## src/rtl/uart_led_pkg.sv

```systemverilog
// Shared constants and state encodings for the UART LED command controller.
// Holds frame bytes, command codes, reply status codes and the two FSM state types.
package uart_led_pkg;

    localparam logic [7:0] SYNC_BYTE = 8'hA5;

    localparam logic [7:0] CMD_CLEAR  = 8'h00;
    localparam logic [7:0] CMD_LOAD   = 8'h01;
    localparam logic [7:0] CMD_SET    = 8'h02;
    localparam logic [7:0] CMD_CLR    = 8'h03;
    localparam logic [7:0] CMD_TOGGLE = 8'h04;
    localparam logic [7:0] CMD_BLINK  = 8'h05;
    localparam logic [7:0] CMD_READ   = 8'h06;

    localparam logic [7:0] STATUS_OK      = 8'hAA;
    localparam logic [7:0] STATUS_BAD_CHK = 8'h55;
    localparam logic [7:0] STATUS_BAD_CMD = 8'h5E;

    typedef enum logic [1:0] {
        P_HUNT,
        P_GOT_SYNC,
        P_GOT_CMD,
        P_GOT_ARG
    } parser_state_t;

    typedef enum logic [2:0] {
        E_IDLE,
        E_EXEC,
        E_SEND_STATUS,
        E_WAIT_STATUS,
        E_SEND_STATE,
        E_WAIT_STATE
    } exec_state_t;

endpackage

```

## src/rtl/uart_frame_parser.sv

```systemverilog
// Assembles SYNC CMD ARG CHK frames from received bytes; frame_valid_o pulses on the CHK byte.
// A partial frame is abandoned after TIMEOUT_CYCLES idle cycles between bytes.
module uart_frame_parser
    import uart_led_pkg::*;
#(
    parameter int TIMEOUT_CYCLES = 500_000,
    parameter int NUM_LEDS       = 4
) (
    input  logic                clk_50mhz,
    input  logic                reset_n,
    input  logic                rx_dv_i,
    input  logic [7:0]          rx_byte_i,
    output logic                frame_valid_o,
    output logic [7:0]          cmd_o,
    output logic [NUM_LEDS-1:0] arg_o,
    output logic                chk_ok_o
);
    localparam int TW = $clog2(TIMEOUT_CYCLES + 1);
    localparam logic [TW-1:0] TIMEOUT_LAST = TW'(TIMEOUT_CYCLES - 1);

    parser_state_t state_q;
    logic [7:0]    cmd_q, arg_q;
    logic [TW-1:0] idle_cnt_q;

    always_ff @(posedge clk_50mhz or negedge reset_n) begin
        if (!reset_n) begin
            state_q    <= P_HUNT;
            cmd_q      <= '0;
            arg_q      <= '0;
            idle_cnt_q <= '0;
        end else if (rx_dv_i) begin
            idle_cnt_q <= '0;
            case (state_q)
                P_HUNT:     if (rx_byte_i == SYNC_BYTE) state_q <= P_GOT_SYNC;
                P_GOT_SYNC: begin cmd_q <= rx_byte_i; state_q <= P_GOT_CMD; end
                P_GOT_CMD:  begin arg_q <= rx_byte_i; state_q <= P_GOT_ARG; end
                default:    state_q <= P_HUNT;
            endcase
        end else if (state_q != P_HUNT) begin
            if (idle_cnt_q == TIMEOUT_LAST) begin
                idle_cnt_q <= '0;
                state_q    <= P_HUNT;
            end else begin
                idle_cnt_q <= idle_cnt_q + 1'b1;
            end
        end
    end

    // Combinational so the pending slot captures the frame on the CHK byte's own cycle.
    assign frame_valid_o = rx_dv_i && (state_q == P_GOT_ARG);
    assign chk_ok_o      = (rx_byte_i == (cmd_q ^ arg_q));
    assign cmd_o         = cmd_q;
    assign arg_o         = arg_q[NUM_LEDS-1:0];

endmodule

```

## src/rtl/uart_top.sv

```systemverilog
// 8N1 UART with receiver (2-flop synchroniser, mid-bit sampling) and transmitter.
// o_rx_dv and o_tx_done are single-cycle pulses; the transmitter is idle while o_tx_done is high.
module uart_top #(
    parameter int CLK_FREQ_HZ = 50_000_000,
    parameter int BAUD_RATE   = 115200
) (
    input  logic       clk_50mhz,
    input  logic       reset_n,
    input  logic       i_rx_serial,
    output logic       o_rx_dv,
    output logic [7:0] o_rx_byte,
    input  logic       i_tx_dv,
    input  logic [7:0] i_tx_byte,
    output logic       o_tx_active,
    output logic       o_tx_serial,
    output logic       o_tx_done
);
    localparam int CLKS_PER_BIT = CLK_FREQ_HZ / BAUD_RATE;
    localparam int CW = $clog2(CLKS_PER_BIT + 1);
    localparam logic [CW-1:0] BIT_LAST  = CW'(CLKS_PER_BIT - 1);
    localparam logic [CW-1:0] HALF_LAST = CW'(CLKS_PER_BIT / 2 - 1);

    typedef enum logic [1:0] {S_IDLE, S_START, S_DATA, S_STOP} bit_state_t;

    bit_state_t    rx_state_q, tx_state_q;
    logic          rx_meta_q, rx_sync_q, rx_dv_q;
    logic [CW-1:0] rx_cnt_q, tx_cnt_q;
    logic [2:0]    rx_bit_q, tx_bit_q;
    logic [7:0]    rx_shift_q, tx_shift_q;
    logic          tx_serial_q, tx_active_q, tx_done_q;

    always_ff @(posedge clk_50mhz or negedge reset_n) begin
        if (!reset_n) begin
            rx_meta_q  <= 1'b1;
            rx_sync_q  <= 1'b1;
            rx_dv_q    <= 1'b0;
            rx_state_q <= S_IDLE;
            rx_cnt_q   <= '0;
            rx_bit_q   <= '0;
            rx_shift_q <= '0;
        end else begin
            rx_meta_q <= i_rx_serial;
            rx_sync_q <= rx_meta_q;
            rx_dv_q   <= 1'b0;
            case (rx_state_q)
                S_IDLE: begin
                    rx_cnt_q <= '0;
                    rx_bit_q <= '0;
                    if (!rx_sync_q) rx_state_q <= S_START;
                end
                // Re-check the start bit at its middle to reject glitches.
                S_START: begin
                    if (rx_cnt_q == HALF_LAST) begin
                        rx_cnt_q   <= '0;
                        rx_state_q <= rx_sync_q ? S_IDLE : S_DATA;
                    end else begin
                        rx_cnt_q <= rx_cnt_q + 1'b1;
                    end
                end
                S_DATA: begin
                    if (rx_cnt_q == BIT_LAST) begin
                        rx_cnt_q   <= '0;
                        rx_shift_q <= {rx_sync_q, rx_shift_q[7:1]};
                        if (rx_bit_q == 3'd7) rx_state_q <= S_STOP;
                        else                  rx_bit_q   <= rx_bit_q + 1'b1;
                    end else begin
                        rx_cnt_q <= rx_cnt_q + 1'b1;
                    end
                end
                default: begin
                    if (rx_cnt_q == BIT_LAST) begin
                        rx_cnt_q   <= '0;
                        rx_dv_q    <= rx_sync_q;
                        rx_state_q <= S_IDLE;
                    end else begin
                        rx_cnt_q <= rx_cnt_q + 1'b1;
                    end
                end
            endcase
        end
    end

    always_ff @(posedge clk_50mhz or negedge reset_n) begin
        if (!reset_n) begin
            tx_state_q  <= S_IDLE;
            tx_cnt_q    <= '0;
            tx_bit_q    <= '0;
            tx_shift_q  <= '0;
            tx_serial_q <= 1'b1;
            tx_active_q <= 1'b0;
            tx_done_q   <= 1'b0;
        end else begin
            tx_done_q <= 1'b0;
            case (tx_state_q)
                S_IDLE: begin
                    tx_serial_q <= 1'b1;
                    if (i_tx_dv) begin
                        tx_shift_q  <= i_tx_byte;
                        tx_serial_q <= 1'b0;
                        tx_active_q <= 1'b1;
                        tx_cnt_q    <= '0;
                        tx_bit_q    <= '0;
                        tx_state_q  <= S_START;
                    end
                end
                S_START: begin
                    if (tx_cnt_q == BIT_LAST) begin
                        tx_cnt_q    <= '0;
                        tx_serial_q <= tx_shift_q[0];
                        tx_shift_q  <= {1'b0, tx_shift_q[7:1]};
                        tx_state_q  <= S_DATA;
                    end else begin
                        tx_cnt_q <= tx_cnt_q + 1'b1;
                    end
                end
                S_DATA: begin
                    if (tx_cnt_q == BIT_LAST) begin
                        tx_cnt_q <= '0;
                        if (tx_bit_q == 3'd7) begin
                            tx_serial_q <= 1'b1;
                            tx_state_q  <= S_STOP;
                        end else begin
                            tx_serial_q <= tx_shift_q[0];
                            tx_shift_q  <= {1'b0, tx_shift_q[7:1]};
                            tx_bit_q    <= tx_bit_q + 1'b1;
                        end
                    end else begin
                        tx_cnt_q <= tx_cnt_q + 1'b1;
                    end
                end
                default: begin
                    if (tx_cnt_q == BIT_LAST) begin
                        tx_cnt_q    <= '0;
                        tx_active_q <= 1'b0;
                        tx_done_q   <= 1'b1;
                        tx_state_q  <= S_IDLE;
                    end else begin
                        tx_cnt_q <= tx_cnt_q + 1'b1;
                    end
                end
            endcase
        end
    end

    assign o_rx_dv     = rx_dv_q;
    assign o_rx_byte   = rx_shift_q;
    assign o_tx_active = tx_active_q;
    assign o_tx_serial = tx_serial_q;
    assign o_tx_done   = tx_done_q;

endmodule

```

## src/rtl/uart_led_cmd_ctrl.sv

```systemverilog
// Framed UART LED command processor: parses frames, executes one LED command each,
// replies STATUS then LED_STATE, and blinks masked LEDs from a free-running counter.
module uart_led_cmd_ctrl
    import uart_led_pkg::*;
#(
    parameter int CLK_FREQ_HZ       = 50_000_000,
    parameter int BAUD_RATE         = 115200,
    parameter int NUM_LEDS          = 4,
    parameter int TIMEOUT_CYCLES    = 500_000,
    parameter int BLINK_HALF_CYCLES = 12_500_000
) (
    input  logic                clk_50mhz,
    input  logic                reset_n,
    input  logic                uart_rx,
    output logic                uart_tx,
    output logic [NUM_LEDS-1:0] leds,
    output logic                led_rx_active,
    output logic                led_tx_active,
    output logic                overrun
);
    localparam int BW = $clog2(BLINK_HALF_CYCLES + 1);
    localparam logic [BW-1:0] BLINK_LAST = BW'(BLINK_HALF_CYCLES - 1);

    logic                rx_dv_w, tx_done_w, tx_active_w, tx_serial_w;
    logic [7:0]          rx_byte_w, frame_cmd_w;
    logic [NUM_LEDS-1:0] frame_arg_w;
    logic                frame_valid_w, frame_chk_ok_w;

    exec_state_t         exec_state_q;
    logic                pend_valid_q, pend_chk_q, tx_dv_q, overrun_q, blink_phase_q;
    logic [7:0]          pend_cmd_q, tx_byte_q;
    logic [NUM_LEDS-1:0] pend_mask_q, leds_reg_q, blink_mask_q;
    logic [BW-1:0]       blink_cnt_q;

    uart_top #(
        .CLK_FREQ_HZ (CLK_FREQ_HZ),
        .BAUD_RATE   (BAUD_RATE)
    ) u_uart (
        .clk_50mhz   (clk_50mhz),
        .reset_n     (reset_n),
        .i_rx_serial (uart_rx),
        .o_rx_dv     (rx_dv_w),
        .o_rx_byte   (rx_byte_w),
        .i_tx_dv     (tx_dv_q),
        .i_tx_byte   (tx_byte_q),
        .o_tx_active (tx_active_w),
        .o_tx_serial (tx_serial_w),
        .o_tx_done   (tx_done_w)
    );

    uart_frame_parser #(
        .TIMEOUT_CYCLES (TIMEOUT_CYCLES),
        .NUM_LEDS       (NUM_LEDS)
    ) u_parser (
        .clk_50mhz     (clk_50mhz),
        .reset_n       (reset_n),
        .rx_dv_i       (rx_dv_w),
        .rx_byte_i     (rx_byte_w),
        .frame_valid_o (frame_valid_w),
        .cmd_o         (frame_cmd_w),
        .arg_o         (frame_arg_w),
        .chk_ok_o      (frame_chk_ok_w)
    );

    always_ff @(posedge clk_50mhz or negedge reset_n) begin
        if (!reset_n) begin
            exec_state_q <= E_IDLE;
            pend_valid_q <= 1'b0;
            pend_chk_q   <= 1'b0;
            pend_cmd_q   <= '0;
            pend_mask_q  <= '0;
            tx_dv_q      <= 1'b0;
            tx_byte_q    <= '0;
            overrun_q    <= 1'b0;
            leds_reg_q   <= '0;
            blink_mask_q <= '0;
        end else begin
            tx_dv_q <= 1'b0;
            // The slot is still occupied during EXEC, so a frame landing then is dropped too.
            if (frame_valid_w) begin
                if (pend_valid_q) begin
                    overrun_q <= 1'b1;
                end else begin
                    pend_valid_q <= 1'b1;
                    pend_cmd_q   <= frame_cmd_w;
                    pend_mask_q  <= frame_arg_w;
                    pend_chk_q   <= frame_chk_ok_w;
                end
            end
            case (exec_state_q)
                E_IDLE: if (pend_valid_q) exec_state_q <= E_EXEC;
                E_EXEC: begin
                    pend_valid_q <= 1'b0;
                    tx_dv_q      <= 1'b1;
                    exec_state_q <= E_SEND_STATUS;
                    tx_byte_q    <= STATUS_OK;
                    if (!pend_chk_q) begin
                        tx_byte_q <= STATUS_BAD_CHK;
                    end else begin
                        case (pend_cmd_q)
                            CMD_CLEAR: begin
                                leds_reg_q   <= '0;
                                blink_mask_q <= '0;
                            end
                            CMD_LOAD:   leds_reg_q   <= pend_mask_q;
                            CMD_SET:    leds_reg_q   <= leds_reg_q | pend_mask_q;
                            CMD_CLR:    leds_reg_q   <= leds_reg_q & ~pend_mask_q;
                            CMD_TOGGLE: leds_reg_q   <= leds_reg_q ^ pend_mask_q;
                            CMD_BLINK:  blink_mask_q <= pend_mask_q;
                            CMD_READ:   ;
                            default:    tx_byte_q    <= STATUS_BAD_CMD;
                        endcase
                    end
                end
                E_SEND_STATUS: exec_state_q <= E_WAIT_STATUS;
                E_WAIT_STATUS: begin
                    if (tx_done_w) begin
                        tx_dv_q      <= 1'b1;
                        tx_byte_q    <= 8'(leds_reg_q);
                        exec_state_q <= E_SEND_STATE;
                    end
                end
                E_SEND_STATE: exec_state_q <= E_WAIT_STATE;
                E_WAIT_STATE: if (tx_done_w) exec_state_q <= E_IDLE;
                default:      exec_state_q <= E_IDLE;
            endcase
        end
    end

    always_ff @(posedge clk_50mhz or negedge reset_n) begin
        if (!reset_n) begin
            blink_cnt_q   <= '0;
            blink_phase_q <= 1'b0;
        end else if (blink_cnt_q == BLINK_LAST) begin
            blink_cnt_q   <= '0;
            blink_phase_q <= ~blink_phase_q;
        end else begin
            blink_cnt_q <= blink_cnt_q + 1'b1;
        end
    end

    for (genvar gi = 0; gi < NUM_LEDS; gi++) begin : g_led
        assign leds[gi] = leds_reg_q[gi] ^ (blink_mask_q[gi] & blink_phase_q);
    end

    assign uart_tx       = tx_serial_w;
    assign led_rx_active = rx_dv_w;
    assign led_tx_active = tx_active_w;
    assign overrun       = overrun_q;

endmodule

```

## config.mk

```make
export PLATFORM = sky130hd
export DESIGN_NAME = uart_led_cmd_ctrl
export DESIGN_NICKNAME = d
export VERILOG_FILES = /design/src/rtl/uart_led_pkg.sv /design/src/rtl/uart_frame_parser.sv /design/src/rtl/uart_top.sv /design/src/rtl/uart_led_cmd_ctrl.sv
export SDC_FILE = /design/constraint.sdc
export NUM_CORES = 1
export LEC_CHECK = 0
export ABC_AREA = 1
export CORE_ASPECT_RATIO = 0.75
export CORE_UTILIZATION = 60
export CTS_BUF_LIST = sky130_fd_sc_hd__clkbuf_8
export CTS_CLUSTER_DIAMETER = 40
export DETAILED_ROUTE_END_ITERATION = 8
export PLACE_DENSITY = 0.89
export SYNTH_ARGS = -nofsm -noshare
export SYNTH_HDL_FRONTEND = slang
export SYNTH_SLANG_ARGS = --single-unit
export TNS_END_PERCENT = 1
```

## constraint.sdc

```tcl
create_clock -name clk_50mhz -period 3.69 [get_ports clk_50mhz]
set_clock_uncertainty 0.05 [all_clocks]
set_input_delay 0.738 -clock clk_50mhz [delete_from_list [all_inputs] [get_ports clk_50mhz]]
set_output_delay 0.738 -clock clk_50mhz [all_outputs]
set_load 0.05 [all_outputs]
```

==> results of run 1 <==
-- power by group --
group          leakage [nW]  total (mW)  internal [mW]  switching (mW)
combinational          1.78      0.0357        0.00514          0.0305
clock                 0.215        1.39          0.773           0.619
sequential             1.99        1.59           1.59        0.000265
total                  3.99        3.02           2.37           0.650
-- final timing paths --
kind	end	startpoint	cells past startpoint	slack, ns
setup / recovery	leds[2]	leds_reg_q[2]$_DFFE_PN0P_	3	0.95
setup reg to reg	blink_cnt_q[12]$_DFF_PN0_	blink_cnt_q[0]$_DFF_PN0_	8	1.73
hold / removal	blink_cnt_q[18]$_DFF_PN0_	reset_n	1	0.21
min in group clk_50mhz	u_uart.rx_sync_q$_DFF_PN1_	u_uart.rx_meta_q$_DFF_PN1_	0	0.31
hold reg to reg	u_uart.rx_sync_q$_DFF_PN1_	u_uart.rx_meta_q$_DFF_PN1_	0	0.31
max in group asynchronous	pend_cmd_q[5]$_DFFE_PN0P_	reset_n	2	2.59
-- placed cells by master, fill, tap and decap left out, types with 13 or more instances in the layout --
cell type and count:
nor2_1 117, clkbuf_8 19, a21oi_1 13, xnor2_1 14, dfrtp_1 142, inv_1 114
xor2_1 22, nand3_1 71, nor3_1 25, o21ai_0 82, nand2_1 254, ha_1 27
nand4_1 20
-- per-stage QoR --
stage / hold slack (ns) / utilization, % / power [mW] / std cells
finish: 0.206 / 68.2 / 3.02 / 1183
global route: 0.257 / 68.2 / 3.11 / 1183
CTS: 0.226 / 68.2 / 3.04 / 1183
detailed placement: 0.298 / 64.7 / 1.66 / 1151
global placement: 0.298 / 64.7 / 1.66 / 1151
floorplan: 0.295 / - / 1.62 / 985
-- cells by family after synthesis --
logic type,after synthesis,synth area share [%]
muxes,4,0.513
AOI/OAI and AO/OA,119,8.51
adders and majority gates,27,4.33
buffers and inverters,130,6.59
DFF,145,46.5
and+or+nand+nor,524,29.5
xor gates and xnor gates,36,4.04
-- critical path, delay by kind of cell, from the launching register on --
family	cells	cell delay, ns
buf+inv	2	0.94
flops	1	0.40
xor+xnor	1	0.16
-- state kept, by name (all words and copies together) (netlist names), 2 cells and up --
register and flops:
u_uart.rx_cnt_q 9, u_uart.tx_shift_q 8, u_parser.cmd_o 8, u_parser.idle_cnt_q 19
pend_mask_q 4, leds_reg_q 4, u_parser.state_q 2, u_uart.rx_state_q 2
u_uart.rx_bit_q 3, exec_state_q 3, blink_cnt_q 24, pend_cmd_q 8
blink_mask_q 4, tx_byte_q 6, u_parser.arg_q 8, u_uart.tx_state_q 2
u_uart.tx_bit_q 3, u_uart.o_rx_byte 8, u_uart.tx_cnt_q 9
-- synth_stat cells, drive strengths merged --
library cell	number	area (um2)
a21boi	1	18.8
a21o	1	7.51
a21oi	15	82.6
a31oi	3	18.8
and2	1	6.26
buf	9	60.1
clkbuf	4	15.0
clkinv	1	3.75
dfrtp	142	3550
dfstp	3	78.8
ha	27	338
inv	116	435
mux2i	4	40.0
nand2	261	1010
nand3	74	393
nand3b	5	37.5
nand4	20	125
nor2	126	510
nor3	27	151
nor3b	1	7.51
nor4	3	18.8
o211ai	1	7.51
o21a	1	7.51
o21ai	91	482
o21bai	2	15.0
o22ai	4	25.0
or2	6	37.5
xnor2	14	123
xor2	22	193
-- metal layers --
layer  part of all wire, %  wire length (um)  GRT usage [%]
met2                    45              7050           39.0
met3                   5.3               837           4.78
met1                    48              7480           35.1
met4                   2.0               314           9.62
met5                     0                 0              0
-- layout make-up --
type / count / area, um2
clock buffers: 19 / 262
clock inverters: 13 / 183
fillers: 944 / 3960
inverters: 117 / 439
multi-input cells: 710 / 3660
flip-flops and latches: 145 / 3630
well taps: 166 / 208
repair buffers: 13 / 136
==> run summary, run 1 <==
## Logic synthesis
* **area of the mapped netlist** 0.00780 mm2
* **cell count after synthesis** 985
* **sequential cell area fraction in the yosys report** 46.5%
* **post-synthesis average cell area** 7.92 um2
* **number of flip-flops and latches in the synthesized netlist** 145
* **YS warnings** 0
* **net count of the mapped netlist** 1015
* **number of distinct library cell variants in the gate-level netlist after synthesis** 43

## Clock network
* **Post CTS Setup Buffer Count** 0
* **later-pin clock latency in the skew report** 0.45 ns
* **clk root buf** clkbuf_8
* **number of buffers inserted during clock tree synthesis** 17
* **number of H-tree levels** 4
* **CTS Buffer Depth** 2
* **number of clock sinks** 145
* **number of gates resized after cts** 0
* **CTS tree** yes
* **number of buffers inserted for hold repair after clock tree synthesis** 0
* **Worst-path clk slew** 0.09 ns

## Critical path
* **largest fanout of any net on the critical path** 3
* **required time of the critical path** 2.90 ns
* **crit path max-delay cell type** clkdlybuf4s50_1
* **Cell Chain, Critical Path** inv_1, xor2_1, clkdlybuf4s50_1
* **Crit Path Class** reg -> out
* **Max stage delay on crit path** 0.81 ns
* **data arrival at the endpoint of the critical path** 1.95 ns
* **kind of launch point of the worst setup path** flop
* **CP endpoint kind** primary output

## STA
* **Setup TNS Final** 0 ns
* **Final Hold Vio Count** 0
* **Setup Viol. Count Final** 0
* **final slew viol count** 0
* **Worst Max-Slew Pin Slew** 0.739 ns
* **Tmin final** 2.74 ns
* **worst slew slack as a fraction of its limit** 50.7%
* **worst-case setup margin in the final layout** 0.953 ns
* **RSZ-0062 raised after global routing** no
* **fin crit share** 74.2%
* **f_max** 0.365 GHz

## Placed design
* **post-detail-place hpwl** 11.2 mm
* **final weighted congestion in routability-driven placement** 0.920
* **count of buffers inserted at the top-level ports** 10
* **Worst Setup Slack post-DPL** 1.41 ns
* **area post-placement** 0.00807 mm2

## Floorplan
* **die area** 0.0135 mm2
* **die height** 101 um
* **Core Region** 0.0125 mm2
* **die width** 134 um
* **effective utilization at floorplan** 62.5%
* **number of top-level design ports** 11
* **FP Rows** 35

## Global route
* **antenna violations before repair** 0
* **maximum number of pins on one net before global-route repair** 66
* **via count of the first global-routing pass** 5922
* **total congestion overflow** 0
* **total global-route track usage** 25.1%
* **wire length of the first global-routing pass** 26.8 mm

## Routing
* **via-per-instance ratio** 5.45
* **routed len/inst** 13.2 um
* **DR pass1 iterations** 6
* **drt initial violations** 602
* **Routed Antenna Nets** 0
* **post-detailed-routing wire length** 15.7 mm
* **total vias in the final route** 6444
* **total DRC errors in the routed layout** 0

## Layout
* **proportion of layout cells with a drive suffix above 1** 7.67%
* **Diodes inserted** 0
* **Area Overhead vs Synth** 9.14%
* **final layout net count** 1034
* **fin area** 0.00852 mm2

## Pwr
* **Leak Pwr** 3.99 nW
* **worst voltage drop across the vdd grid** 0.000304 V
* **power per cell area** 354 mW/mm2

## Status
* **run status** complete, no violations

## Flow run
* **Maximum Capacitance Violations** 0

## Min path
* **hold crit path type** in -> async

No activity file was read; power rests on OpenSTA's default activity.
==> run 2: changes to the inputs <==
CORE_UTILIZATION = 59   (was 60)
PLACE_DENSITY = 0.91   (was 0.89)
clock period = 2.5 ns   (was 3.69 ns; I/O delays follow)
==> run summary, run 2 (synthesized netlist as in run 1, its figures left out) <==
## STA
* **worst-case setup margin in the final layout** 0.161 ns
* **f_max** 0.428 GHz
* **RSZ-0062 raised after global routing** no
* **final slew viol count** 0
* **Setup TNS Final** 0 ns
* **Tmin final** 2.34 ns
* **Final Hold Vio Count** 0
* **Worst Max-Slew Pin Slew** 0.642 ns
* **fin crit share** 93.6%
* **Setup Viol. Count Final** 0
* **post-route worst hold slack** 0.310 ns
* **worst slew slack as a fraction of its limit** 56.8%

## Layout
* **number of flip-flops in the largest register** 24
* **commonest non-fill, non-tap cell in the layout** nand2_1
* **final layout net count** 1036
* **Area Overhead vs Synth** 9.12%
* **proportion of layout cells with a drive suffix above 1** 7.56%
* **Diodes inserted** 0
* **register name with the most flops** blink_cnt_q
* **post-layout utilization of the core** 67.8%
* **top library cells by usage in the layout, fill and taps aside** 254 x nand2_1, 142 x dfrtp_1, 117 x nor2_1, 116 x inv_1, 82 x o21ai_0
* **largest registers in the final layout** blink_cnt_q: 24 flops, u_parser.idle_cnt_q: 19 flops

## Routing
* **total vias in the final route** 6463
* **DR pass1 iterations** 5
* **via-per-instance ratio** 5.45
* **Routed Antenna Nets** 0
* **routed len/inst** 13.3 um
* **drt initial violations** 554
* **total DRC errors in the routed layout** 0
* **post-detailed-routing wire length** 15.7 mm

## Min path
* **Min-Delay Startpoint** u_uart.rx_meta_q$_DFF_PN1_
* **Hold Path Cell Cnt** 0
* **Endpoint, Worst Hold** u_uart.rx_sync_q$_DFF_PN1_
* **hold crit path type** reg -> reg

## Clock network
* **number of H-tree levels** 4
* **number of clock sinks** 145
* **clk root buf** clkbuf_8
* **CTS tree** yes
* **CTS Buffer Depth** 2
* **Worst-path clk slew** 0.08 ns
* **number of buffers inserted during clock tree synthesis** 17
* **later-pin clock latency in the skew report** 0.44 ns

## Floorplan
* **Core Region** 0.0126 mm2
* **die height** 102 um
* **die area** 0.0137 mm2
* **effective utilization at floorplan** 62.1%
* **number of top-level design ports** 11
* **FP Rows** 35
* **die width** 135 um

## Placed design
* **final weighted congestion in routability-driven placement** 0.907
* **Worst Setup Slack post-DPL** 0.469 ns
* **count of buffers inserted at the top-level ports** 10
* **post-detail-place hpwl** 11.5 mm

## Pwr
* **Leak Pwr** 4.02 nW
* **total power after layout** 4.32 mW
* **power per cell area** 507 mW/mm2
* **worst voltage drop across the vdd grid** 0.000288 V

## Status
* **run status** complete, no violations

## Critical path
* **Crit Path Class** reg -> out
* **reg2reg start** blink_cnt_q[0]$_DFF_PN0_
* **kind of launch point of the worst setup path** flop
* **required time of the critical path** 1.95 ns
* **crit path max-delay cell type** clkdlybuf4s50_1
* **cell type group with the largest total delay on the critical path** buffers and inverters
* **RR Endpoint** blink_cnt_q[12]$_DFF_PN0_
* **Cell Chain, Critical Path** clkdlybuf4s50_1
* **largest fanout of any net on the critical path** 8
* **Max stage delay on crit path** 0.88 ns
* **FF-to-FF path depth** 8
* **data arrival at the endpoint of the critical path** 1.79 ns
* **number of buffer and inverter instances along the worst setup path** 1
* **register-to-register setup slack** 0.59 ns
* **CP endpoint kind** primary output

## Global route
* **via count of the first global-routing pass** 6024
* **antenna violations before repair** 0
* **maximum number of pins on one net before global-route repair** 62
* **total congestion overflow** 0
* **wire length of the first global-routing pass** 27.5 mm
* **total global-route track usage** 25.3%

## Flow run
* **Maximum Capacitance Violations** 0

run 2: cell types whose count changed in the layout (fill, tap and decap cells not counted), moves of 2 or more:
cell | before | now
clkdlybuf4s50_1 | 9 | 5
dlygate4sd2_1 | 0 | 3
clkinv_2 | 3 | 1
clkinv_4 | 0 | 2
inv_1 | 114 | 116
run 2: stage by stage:
step	instances	cell area, um2
finish	1185	8520
global route	1185	8520
CTS	1185	8510
detailed placement	1152	8090
global placement	1152	8090
floorplan	985	7800
run 2: timing repair:
item	4_1_cts	5_1_grt
gates cloned	0	0
pin swaps	0	0
endpoints found under the hold margin	50	0
resized for setup	3	1
setup endpoints to repair	3	1
setup buffers	0	0
hold buffers	1	0
run 2: cell type report:
type | instances | area (um2)
fillers | 986 | 4050
multi-input cells | 710 | 3660
flip-flops and latches | 145 | 3630
inverters | 117 | 439
clock buffers | 18 | 248
well taps | 166 | 208
clock inverters | 14 | 166
repair buffers | 15 | 165
run 2: where the power goes:
part	internal, mW	total [mW]	switching (mW)
registers	2.35	2.35	0.000383
clock network	1.01	1.91	0.903
logic	0.0107	0.0572	0.0465
total	3.37	4.32	0.949
run 2: worst max-delay path by stage:
stage | cells past startpoint | slack [ns] | startpoint | end
floorplan | 2 | 0.71 | blink_phase_q$_DFFE_PN0N_ | leds[0]
global placement | 3 | 0.51 | blink_phase_q$_DFFE_PN0N_ | leds[2]
detailed placement | 3 | 0.47 | blink_phase_q$_DFFE_PN0N_ | leds[2]
CTS | 3 | 0.008 | leds_reg_q[3]$_DFFE_PN0P_ | leds[3]
global route | 1 | 0.09 | u_uart.o_rx_dv$_DFF_PN0_ | led_rx_active
finish | 1 | 0.16 | u_uart.o_rx_dv$_DFF_PN0_ | led_rx_active
run 2: routing by layer:
| metal | part of all wire (%) | up-vias | GRT usage (%) |
|---|---|---|---|
| met4 | 1.4 | 0 | 8.21 |
| met1 | 50 | 3038 | 36.7 |
| met2 | 43 | 188 | 38.1 |
| met3 | 5.1 | 23 | 5.16 |
| met5 | 0 | - | 0 |
| li1 | - | 3214 | - |
